File: config.mk
export PLATFORM = sky130hd
export DESIGN_NAME = instr_fetch
export DESIGN_NICKNAME = d
export VERILOG_FILES = /design/src/rtl/instr_fetch.sv
export SDC_FILE = /design/constraint.sdc
export NUM_CORES = 1
export LEC_CHECK = 0
export BUFFER_PORTS_ARGS = -buffer_cell sky130_fd_sc_hd__buf_2
export CAP_MARGIN = 20
export CORE_MARGIN = 5
export CORE_UTILIZATION = 40
export DETAILED_ROUTE_END_ITERATION = 12
export GPL_TIMING_DRIVEN = 0
export PLACE_DENSITY = 0.68
export REMOVE_ABC_BUFFERS = 1
export SLEW_MARGIN = 0
export SYNTH_ARGS = -nofsm -noshare
export SYNTH_HDL_FRONTEND = slang
export SYNTH_SLANG_ARGS = --single-unit
File: constraint.sdc
create_clock -name clock -period 4.3 [get_ports clock]
set_clock_uncertainty 0.15 [all_clocks]
set_input_delay 0 -clock clock [delete_from_list [all_inputs] [get_ports clock]]
set_output_delay 0 -clock clock [all_outputs]
set_load 0.005 [all_outputs]
File: src/rtl/instr_fetch.sv
// Instruction fetch stage: a small IDLE/RUN/HALT sequencer that walks the PC
// through instruction memory, registers the fetched word for decode, honours
// stall and redirect requests, and stops on a HALT opcode until reset.
module instr_fetch #(
    parameter int         ADDR_W  = 8,
    parameter int         INSTR_W = 16,
    parameter logic [4:0] OP_NOP  = 5'b00000,
    parameter logic [4:0] OP_HALT = 5'b00001
) (
    input  logic               clock,
    input  logic               reset,
    input  logic               enable,
    input  logic               stall,
    input  logic               jump_valid,
    input  logic [ADDR_W-1:0]  jump_addr,
    output logic [ADDR_W-1:0]  i_addr,
    input  logic [INSTR_W-1:0] i_datain,
    output logic [INSTR_W-1:0] id_ir,
    output logic [ADDR_W-1:0]  id_pc,
    output logic               id_valid,
    output logic               halted
);

    typedef enum logic [1:0] {
        IDLE = 2'b00,
        RUN  = 2'b01,
        HALT = 2'b10
    } state_t;

    // Bubble inserted into decode whenever no real instruction is delivered.
    localparam logic [INSTR_W-1:0] NOP_WORD = INSTR_W'({OP_NOP, 11'b000_0000_0000});
    localparam logic [ADDR_W-1:0]  PC_ONE   = {{(ADDR_W-1){1'b0}}, 1'b1};

    state_t               state_r;
    state_t               state_nxt_s;
    logic [ADDR_W-1:0]    pc_r;
    logic [ADDR_W-1:0]    pc_nxt_s;
    logic [INSTR_W-1:0]   ir_r;
    logic [INSTR_W-1:0]   ir_nxt_s;
    logic [ADDR_W-1:0]    id_pc_r;
    logic [ADDR_W-1:0]    id_pc_nxt_s;
    logic                 valid_r;
    logic                 valid_nxt_s;
    logic                 halted_r;
    logic                 halted_nxt_s;
    logic [4:0]           opcode_s;

    assign opcode_s = i_datain[15:11];

    // Next-state and next-register values for the whole fetch stage.
    always_comb begin
        state_nxt_s = state_r;
        pc_nxt_s    = pc_r;
        ir_nxt_s    = ir_r;
        id_pc_nxt_s = id_pc_r;
        valid_nxt_s = valid_r;

        case (state_r)
            IDLE: begin
                ir_nxt_s    = NOP_WORD;
                valid_nxt_s = 1'b0;
                if (enable) begin
                    state_nxt_s = RUN;
                end else begin
                    state_nxt_s = IDLE;
                end
            end
            RUN: begin
                if (jump_valid) begin
                    // Redirect wins over stall, HALT fetch and pause; the
                    // FSM still drops to IDLE if enable is low.
                    pc_nxt_s    = jump_addr;
                    ir_nxt_s    = NOP_WORD;
                    valid_nxt_s = 1'b0;
                    if (enable) begin
                        state_nxt_s = RUN;
                    end else begin
                        state_nxt_s = IDLE;
                    end
                end else if (!enable) begin
                    state_nxt_s = IDLE;
                    ir_nxt_s    = NOP_WORD;
                    valid_nxt_s = 1'b0;
                end else if (stall) begin
                    state_nxt_s = RUN;
                end else if (opcode_s == OP_HALT) begin
                    // The HALT word itself goes to decode; pc stays on it.
                    state_nxt_s = HALT;
                    ir_nxt_s    = i_datain;
                    id_pc_nxt_s = pc_r;
                    valid_nxt_s = 1'b1;
                end else begin
                    state_nxt_s = RUN;
                    ir_nxt_s    = i_datain;
                    id_pc_nxt_s = pc_r;
                    valid_nxt_s = 1'b1;
                    pc_nxt_s    = pc_r + PC_ONE;
                end
            end
            HALT: begin
                state_nxt_s = HALT;
                ir_nxt_s    = NOP_WORD;
                valid_nxt_s = 1'b0;
            end
            default: begin
                state_nxt_s = IDLE;
                ir_nxt_s    = NOP_WORD;
                valid_nxt_s = 1'b0;
            end
        endcase

        halted_nxt_s = (state_nxt_s == HALT);
    end

    // State and pipeline registers with synchronous active-low reset.
    always_ff @(posedge clock) begin
        if (!reset) begin
            state_r  <= IDLE;
            pc_r     <= {ADDR_W{1'b0}};
            ir_r     <= {INSTR_W{1'b0}};
            id_pc_r  <= {ADDR_W{1'b0}};
            valid_r  <= 1'b0;
            halted_r <= 1'b0;
        end else begin
            state_r  <= state_nxt_s;
            pc_r     <= pc_nxt_s;
            ir_r     <= ir_nxt_s;
            id_pc_r  <= id_pc_nxt_s;
            valid_r  <= valid_nxt_s;
            halted_r <= halted_nxt_s;
        end
    end

    assign i_addr   = pc_r;
    assign id_ir    = ir_r;
    assign id_pc    = id_pc_r;
    assign id_valid = valid_r;
    assign halted   = halted_r;

endmodule
After elaboration in Yosys (flattened, before gate mapping):

Index checks and enable logic that the tools add are counted.

* add/subtract/negate cells: 1
* $mul: 0
* divide/modulo/power cells: 0
* magnitude comparators: 0
* eq/ne operators: 6
* shifts and indexed selects: 0
* multiplexer cells: 10
* bitwise logic cells: 5
* reduce and logical (&&, ||, !) cells: 5

Operators by type and width (number)
* 2-to-1 mux 8 bit: 4
* adder 8 x 1 -> 8 bit (second input constant): 1
* 2-to-1 mux 2 bit: 4
* AND reduction 4 bit: 2
* one-hot mux 2 bit (3 select lines): 1
* == test 5 x 1 -> 1 bit (second input constant): 1
* NOT 1 bit: 5
* == test 2 bit (second input constant): 2
* OR reduction 4 bit: 1
* == test 2 x 1 -> 1 bit (second input constant): 1
* logical NOT 2 bit: 1
* inequality test 2 x 1 -> 1 bit (second input constant): 1
* inequality test 2 bit (second input constant): 1
* nonzero test 2 bit: 1
* 2-to-1 mux 1 bit: 1

* register bits: 36
* latch bits: 0
* memory bits (writable): 0
* memory bits (read-only): 0
* bits of input ports: 29
* output and inout bits: 34
* logic and storage cells: 33
* memories: 0

Longest topological paths before layout:

Gate-level depths: netlist (run 1).

* word-level depth: 7
* gate-level depth with buffers: 6
* mapped depth without buffers: 5

Worst setup path after synthesis (run 1):

Ideal clock, no wire load.

* path kind: register to register
* start: register pc_r[0], in the netlist i_addr[0]
* end: register pc_r[4], in the netlist i_addr[4]
* setup time: 128 ps
* arrival: 1342 ps
* data required time: 4022 ps
* path slack: 2680 ps
* cell stages (with the launch flop): 6
* path buffers: 0
* period minus slack after synthesis: 1620 ps
* path through: dfxtp_1 ha_1 nand3_1 a2111o_1 a32oi_1 nor2_1

* longest elaborated chain between the ends: 5

Ends and longest elaborated chain
* from (decl): RTL line 36 `logic [ADDR_W-1:0] pc_r;`
* from (signal assigned): RTL line 119 `pc_r <= {ADDR_W{1'b0}};`
* from (signal assigned): RTL line 126 `pc_r <= pc_nxt_s;`
* adder 8 x 1 -> 8 bit: RTL line 97 `pc_nxt_s = pc_r + PC_ONE;`
* 2-to-1 mux 8 bit: RTL line 86 `end else if (opcode_s == OP_HALT) begin`
* 2-to-1 mux 8 bit: RTL line 84 `end else if (stall) begin`
* 2-to-1 mux 8 bit: RTL line 80 `end else if (!enable) begin`
* 2-to-1 mux 8 bit: RTL line 69 `if (jump_valid) begin`

Every way passes these cells. The select of a mux whose other input is x is not followed.
A chain may end at the register's enable or synchronous reset.

Worst setup path in the final report (run 1):

* start: register state_r[1]
* end: register pc_r[7], in the netlist i_addr[7]

* longest elaborated chain between the ends: 2

Ends and longest elaborated chain
* from (decl): RTL line 34 `state_t state_r;`
* from (signal assigned): RTL line 125 `state_r <= state_nxt_s;`
* == test 2 x 1 -> 1 bit: RTL line 58 `case (state_r)`
* AND reduction 4 bit (no source line)

Every way passes these cells.

==> results.md, run 1 <==
* Status: finished clean
* Die height at 73.1 µm
* Total negative slack at 0 ns
* Share of post-route cells with drive strength above 1 at between 20% and 30%
* Worst-Skew Late Latency at 0.28 ns
* Top_reg_cell synth: dfxtp_1
* Multi-input logic area at roughly 790 µm²
* Ys async rst share at 0%
* Crit Path Class: flip-flop to flip-flop
* Total gr overflow at 0
* Total GRT Usage at 16.3%
* Worst VDD drop at approximately 0.17 mV
* Hold path depth at 3
* EDFF count, synth at 0
* Die span in x at around 73 µm
* DRC viols at 0
* Slowest cell on the critical path: dlygate4sd3_1
* Diode count at 0
* Synth Instances at 167
* CTS H-tree depth at 2
* Slowest stage delay, CP at 0.55 ns
* Power per Cell Area at approximately 300 nW/µm²
* R2R depth at 5
* Critical path arrival at between 2 and 2.5 ns
* Yosys cell types at 39
* Initial DRT Pass Iterations at 6
* Area grow syn2layout at 43.4%
* Leak at around 1.1 nW
* First-pass GRT wire length at 6720 µm
* Slew headroom at 60.1%
* Post-synth top area share at 45.3%
* Final core occ at 58.2%
* Worst-path clk slew at 0.07 ns
* Largest area contributor in the netlist: dfxtp_1
* CP Capture Type: flip-flop
* CTS resizes at 0
* Core Footprint at 3910 µm²
* Gpl congestion at 0.808
* Clock buffer count from CTS at 5
* Syn Std Cell Area at 1590 µm²
* Critical Path, Cell by Cell: nand2b_1 > a221oi_4 > o21ai_0 > a31o_1 > dlygate4sd3_1
* Clock Path Buffers at 2
* CTS sink count at 36
* Vias in the first global route at 1436
* Tightest Pin Transition at roughly 0.60 ns
* IO Pins at 63
* CTS Root Cell: clkbuf_8
* TritonCTS clock tree: yes
* Post-synthesis sequential area ratio at 45.3%
* RSZ-0062 raised after global routing: no
* Hold buffers post-CTS at 28
* Crit start category: flip-flop
* # setup viols final at 0
* Ys Warns at 0
* Critical path required time at 4.32 ns
* Dpl hpwl at approximately 2700 µm
* Die area at 5340 µm²
* FF+latch area at 721 µm²
* Syn Area/Cell at 9.52 µm²
* Top cells by count, synth: 36 x dfxtp_1, 31 x nor2_1, 26 x mux2i_1, 11 x nand2_1, 6 x nand3_1
* Largest net degree at the start of global routing at 25
* Vias/cell at around 5.0
* Final Hold Vio Count at 0
* Final-report max-slew violation count at 0
* Most frequent cell after synthesis: dfxtp_1
* HP Class: input port to flip-flop
* Fill count at 387
* Final WL at 4070 µm
* Via count at 1509
* #FFs+latches synth at 36
* Rows at 23
* Max Clk Rate at 437 MHz
* Starting DRT DRC Count at 134
* Port-buffer cells at 62
* Initial Util at 40.6%
* Period utilisation layout at a little over half
* Fin nets at 284
* Initial antenna violation count at 0
* Avg WL per Cell at 13.4 µm
* DRT antenna net count at 0
* Min Tclk post-route at 2.29 ns
* Setup bufs post-CTS at 0
* Max-Cap Viols at 0
* Top post-synthesis cells by area: dfxtp_1 45%, mux2i_1 16%, nor2_1 7.3%, nand2_1 2.6%, nand3_1 1.9%
* Max FO, Critical Path at 10
-- critical path, delay by kind of cell (launching register included) --
family,cells,cell delay [ns]
AND/OR/NAND/NOR,1,0.33
buffers and inverters,1,0.55
AO/OA/AOI/OAI,3,0.81
flip-flops,1,0.33
-- path summary, 6_finish.rpt --
kind	from	to	slack (ns)
worst min-delay path	jump_valid	i_addr[0]$_SDFFE_PN0P_	0.03
worst min register to register	id_valid$_SDFFE_PP0N_	id_valid$_SDFFE_PP0N_	0.31
worst max-delay path	state_r[1]$_SDFF_PN0_	i_addr[7]$_SDFFE_PN0P_	2.01
worst max register to register	state_r[1]$_SDFF_PN0_	i_addr[7]$_SDFFE_PN0P_	2.01
-- metrics by stage --
| step | hold slack [ns] | total power, mW | area (µm²) | instances | worst slack (ns) |
|---|---|---|---|---|---|
| after floorplan | -0.0582 | 0.383 | 1530 | 157 | 2.64 |
| after global placement | 0.0778 | 0.416 | 1900 | 269 | 2.42 |
| after detailed placement | 0.0892 | 0.416 | 1900 | 269 | 2.40 |
| after CTS | 0.0300 | 0.692 | 2280 | 304 | 2.02 |
| after global routing | 0.0594 | 0.722 | 2280 | 304 | 1.83 |
| final | 0.0319 | 0.685 | 2280 | 304 | 2.01 |
-- layout make-up --
class | instances | area share [%]
flip-flops and latches | 36 | 31.6
clock buffers | 7 | 4.23
repair buffers | 90 | 25.9
multi-input cells | 116 | 34.7
inverters | 5 | 0.823
well taps | 50 | 2.74
-- metal layers --
layer	global-route usage [%]	routed length, µm	vias to the layer above
met5	0	0	-
li1	-	-	767
met1	20.0	1840	676
met2	25.3	1790	58
met3	6.75	371	8
met4	6.15	72	0
-- flip-flops by register name, indices dropped and copies added (netlist names) --
register,flops
state_r,2
id_pc,8
i_addr,8
id_valid,1
halted,1
id_ir,16
-- cells in the final DEF (no fill, tap or decap), types with 2 or more instances in the layout --
master / instances
nor2_1: 31
buf_2: 62
nand2b_1: 2
o21ai_0: 2
inv_1: 5
nor3_1: 3
clkbuf_8: 7
a311oi_1: 2
a32oi_1: 2
nand4_1: 2
dlygate4sd3_1: 28
nor2b_1: 2
a211oi_1: 2
o41ai_1: 2
dfxtp_1: 36
nand3_1: 6
nand2_1: 11
or3_1: 2
mux2i_1: 26
a21oi_1: 4
-- report_power, final --
part | internal [mW] | leakage, nW | switching (mW)
Clock | 0.143 | 0.0503 | 0.113
Combinational | 0.0454 | 0.755 | 0.0375
Sequential | 0.339 | 0.291 | 0.00702
-- kinds of logic after synthesis --
group / Yosys count / share of synthesized area [%]
buf+inv: 15 / 4.96
simple gates: 64 / 19.4
compound gates: 25 / 13.2
fa+ha+maj: 1 / 0.787
flops: 36 / 45.3
mux: 26 / 16.4
No activity file was read; power rests on OpenSTA's default activity.
==> run 2: changes to the inputs <==
==> constraint.sdc (replaced) <==
create_clock -name clock -period 2.3 [get_ports clock]
set_clock_uncertainty 0.15 [all_clocks]
set_input_delay 0 -clock clock [delete_from_list [all_inputs] [get_ports clock]]
set_output_delay 0 -clock clock [all_outputs]
set_load 0.005 [all_outputs]
==> results.md, run 2 (synthesis gave the netlist of run 1 again) <==
* Critical path arrival at 2.14 ns
* Critical Path, Cell by Cell: ha_1 > nand3_1 > o21ai_1 > a21oi_1 > a31o_2 > dlygate4sd3_1
* Flop2flop setup slack at 0.18 ns
* Power per Cell Area at 557 nW/µm²
* # setup viols final at 0
* Final Hold Vio Count at 0
* Diode count at 0
* Gpl congestion at 0.808
* Starting DRT DRC Count at 134
* CP Capture Type: flip-flop
* Dpl hpwl at 2650 µm
* Largest net degree at the start of global routing at 25
* Vias/cell at roughly 5.0
* Leak at 1.11 nW
* Fill count at 386
* First-pass GRT wire length at 6720 µm
* HP Class: input port to flip-flop
* HP Start: jump_valid
* Initial Util at 40.6%
* Multi-input logic area at 801 µm²
* Max FO, Critical Path at 7
* Min Tclk post-route at 2.12 ns
* DRC viols at 0
* Slowest cell on the critical path: dlygate4sd3_1
* Via count at 1516
* IO Pins at 63
* Clock buffer count from CTS at 5
* Clock Path Buffers at 2
* Pwr Total at 1.28 mW
* DRT antenna net count at 0
* RSZ-0062 raised after global routing: no
* Tightest Pin Transition at 0.591 ns
* Hold endpoint: i_addr[0]$_SDFFE_PN0P_
* Slowest stage delay, CP at about 0.54 ns
* Worst-path clk slew at 0.07 ns
* Share of post-route cells with drive strength above 1 at 30.1%
* Total negative slack at 0 ns
* Design Area, Final at 2300 µm²
* Final-report max-slew violation count at 0
* Worst VDD drop at 0.326 mV
* Area grow syn2layout at 44.9%
* Crit Path Class: flip-flop to flip-flop
* Total gr overflow at 0
* Fin nets at 286
* Final WL at 4080 µm
* Period utilisation layout at between 90% and 100%
* Initial DRT Pass Iterations at 4
* Core Footprint at slightly below 4000 µm²
* Die height at 73.1 µm
* Max Clk Rate at between 400 and 500 MHz
* WP buf/inv at 1
* Cell family contributing the most delay on the critical path: buffers and inverters
* Port-buffer cells at between 60 and 70
* Rows at 23
* Initial antenna violation count at 0
* Commonest non-fill, non-tap cells in the layout: 62 x buf_2, 36 x dfxtp_1, 31 x nor2_1, 28 x dlygate4sd3_1, 26 x mux2i_1
* R2r endpoint: i_addr[6]$_SDFFE_PN0P_
* Worst r2r src: i_addr[0]$_SDFFE_PN0P_
* Avg WL per Cell at 13.3 µm
* Largest register FFs at 16
* TritonCTS clock tree: yes
* FF+latch area at 721 µm²
* Max-Cap Viols at 0
* Placed inst area at 1900 µm²
* Worst-Skew Late Latency at 0.28 ns
* Hold path depth at 3
* CTS H-tree depth at 2
* Crit start category: flip-flop
* Total GRT Usage at 16.3%
* R2R depth at 6
* Die area at 5340 µm²
* Die span in x at ~73 µm
* Vias in the first global route at 1436
* Slew headroom at 60.6%
* Most common cell after layout, fill and taps aside: buf_2
* Critical path required time at about 2.3 ns
* Status: finished clean
* CTS sink count at 36
* CTS Root Cell: clkbuf_8
[run 2: worst reg2reg max path, delay by kind of cell, from the launching register on]
kind / cells / cell delay, ns
buf+inv: 1 / 0.54
compound gates: 3 / 0.48
flops: 1 / 0.44
fa+ha+maj: 1 / 0.23
simple gates: 1 / 0.18
[run 2: power by group]
part | internal [mW] | switching [mW] | leakage [nW]
logic | 0.0875 | 0.0709 | 0.769
registers | 0.633 | 0.0134 | 0.291
clock network | 0.267 | 0.212 | 0.0503
[run 2: through the flow]
stage	setup slack, ns	util [%]	hold slack, ns	cells
after global placement	0.420	48.6	0.0778	269
after CTS	0.0197	58.2	0.0300	304
final	0.180	58.9	0.0343	306
after floorplan	0.644	-	-0.0582	157
after detailed placement	0.401	48.6	0.0892	269
after global routing	0.00685	58.9	0.0610	306
[run 2: cell type report]
class,instances,area share (%)
Multi-Input combinational cell,116,34.7
Sequential cell,36,31.3
Timing Repair Buffer,92,26.3
Clock buffer,7,4.18
Tap cell,50,2.71
Inverter,5,0.814
[run 2: what timing repair did]
| item | 4_1_cts | 5_1_grt |
|---|---|---|
| resized for setup | 0 | 3 |
| setup buffers | 0 | 2 |
| setup endpoints to repair | 0 | 2 |
| endpoints found under the hold margin | 25 | 0 |
| hold buffers | 28 | 0 |
[run 2: layer usage]
layer  global-route usage, %  part of all wire, %
met1                    20.0                   45
met2                    25.3                   45
met3                    6.75                  9.4
met4                    6.15                  1.3
met5                       0                    0
[run 2: worst max path at each step]
stage                              to  cells after the start                    from  slack [ns]
2_1_floorplan   id_pc[0]$_SDFFE_PN0P_                      4   state_r[1]$_SDFF_PN0_        0.64
3_3_place_gp    id_pc[3]$_SDFFE_PN0P_                      4   state_r[1]$_SDFF_PN0_        0.42
3_5_place_dp    id_pc[7]$_SDFFE_PN0P_                      4   state_r[1]$_SDFF_PN0_        0.40
4_1_cts        i_addr[7]$_SDFFE_PN0P_                      5   state_r[1]$_SDFF_PN0_        0.02
5_1_grt        i_addr[6]$_SDFFE_PN0P_                      6  i_addr[0]$_SDFFE_PN0P_       0.007
6_report       i_addr[6]$_SDFFE_PN0P_                      6  i_addr[0]$_SDFFE_PN0P_        0.18
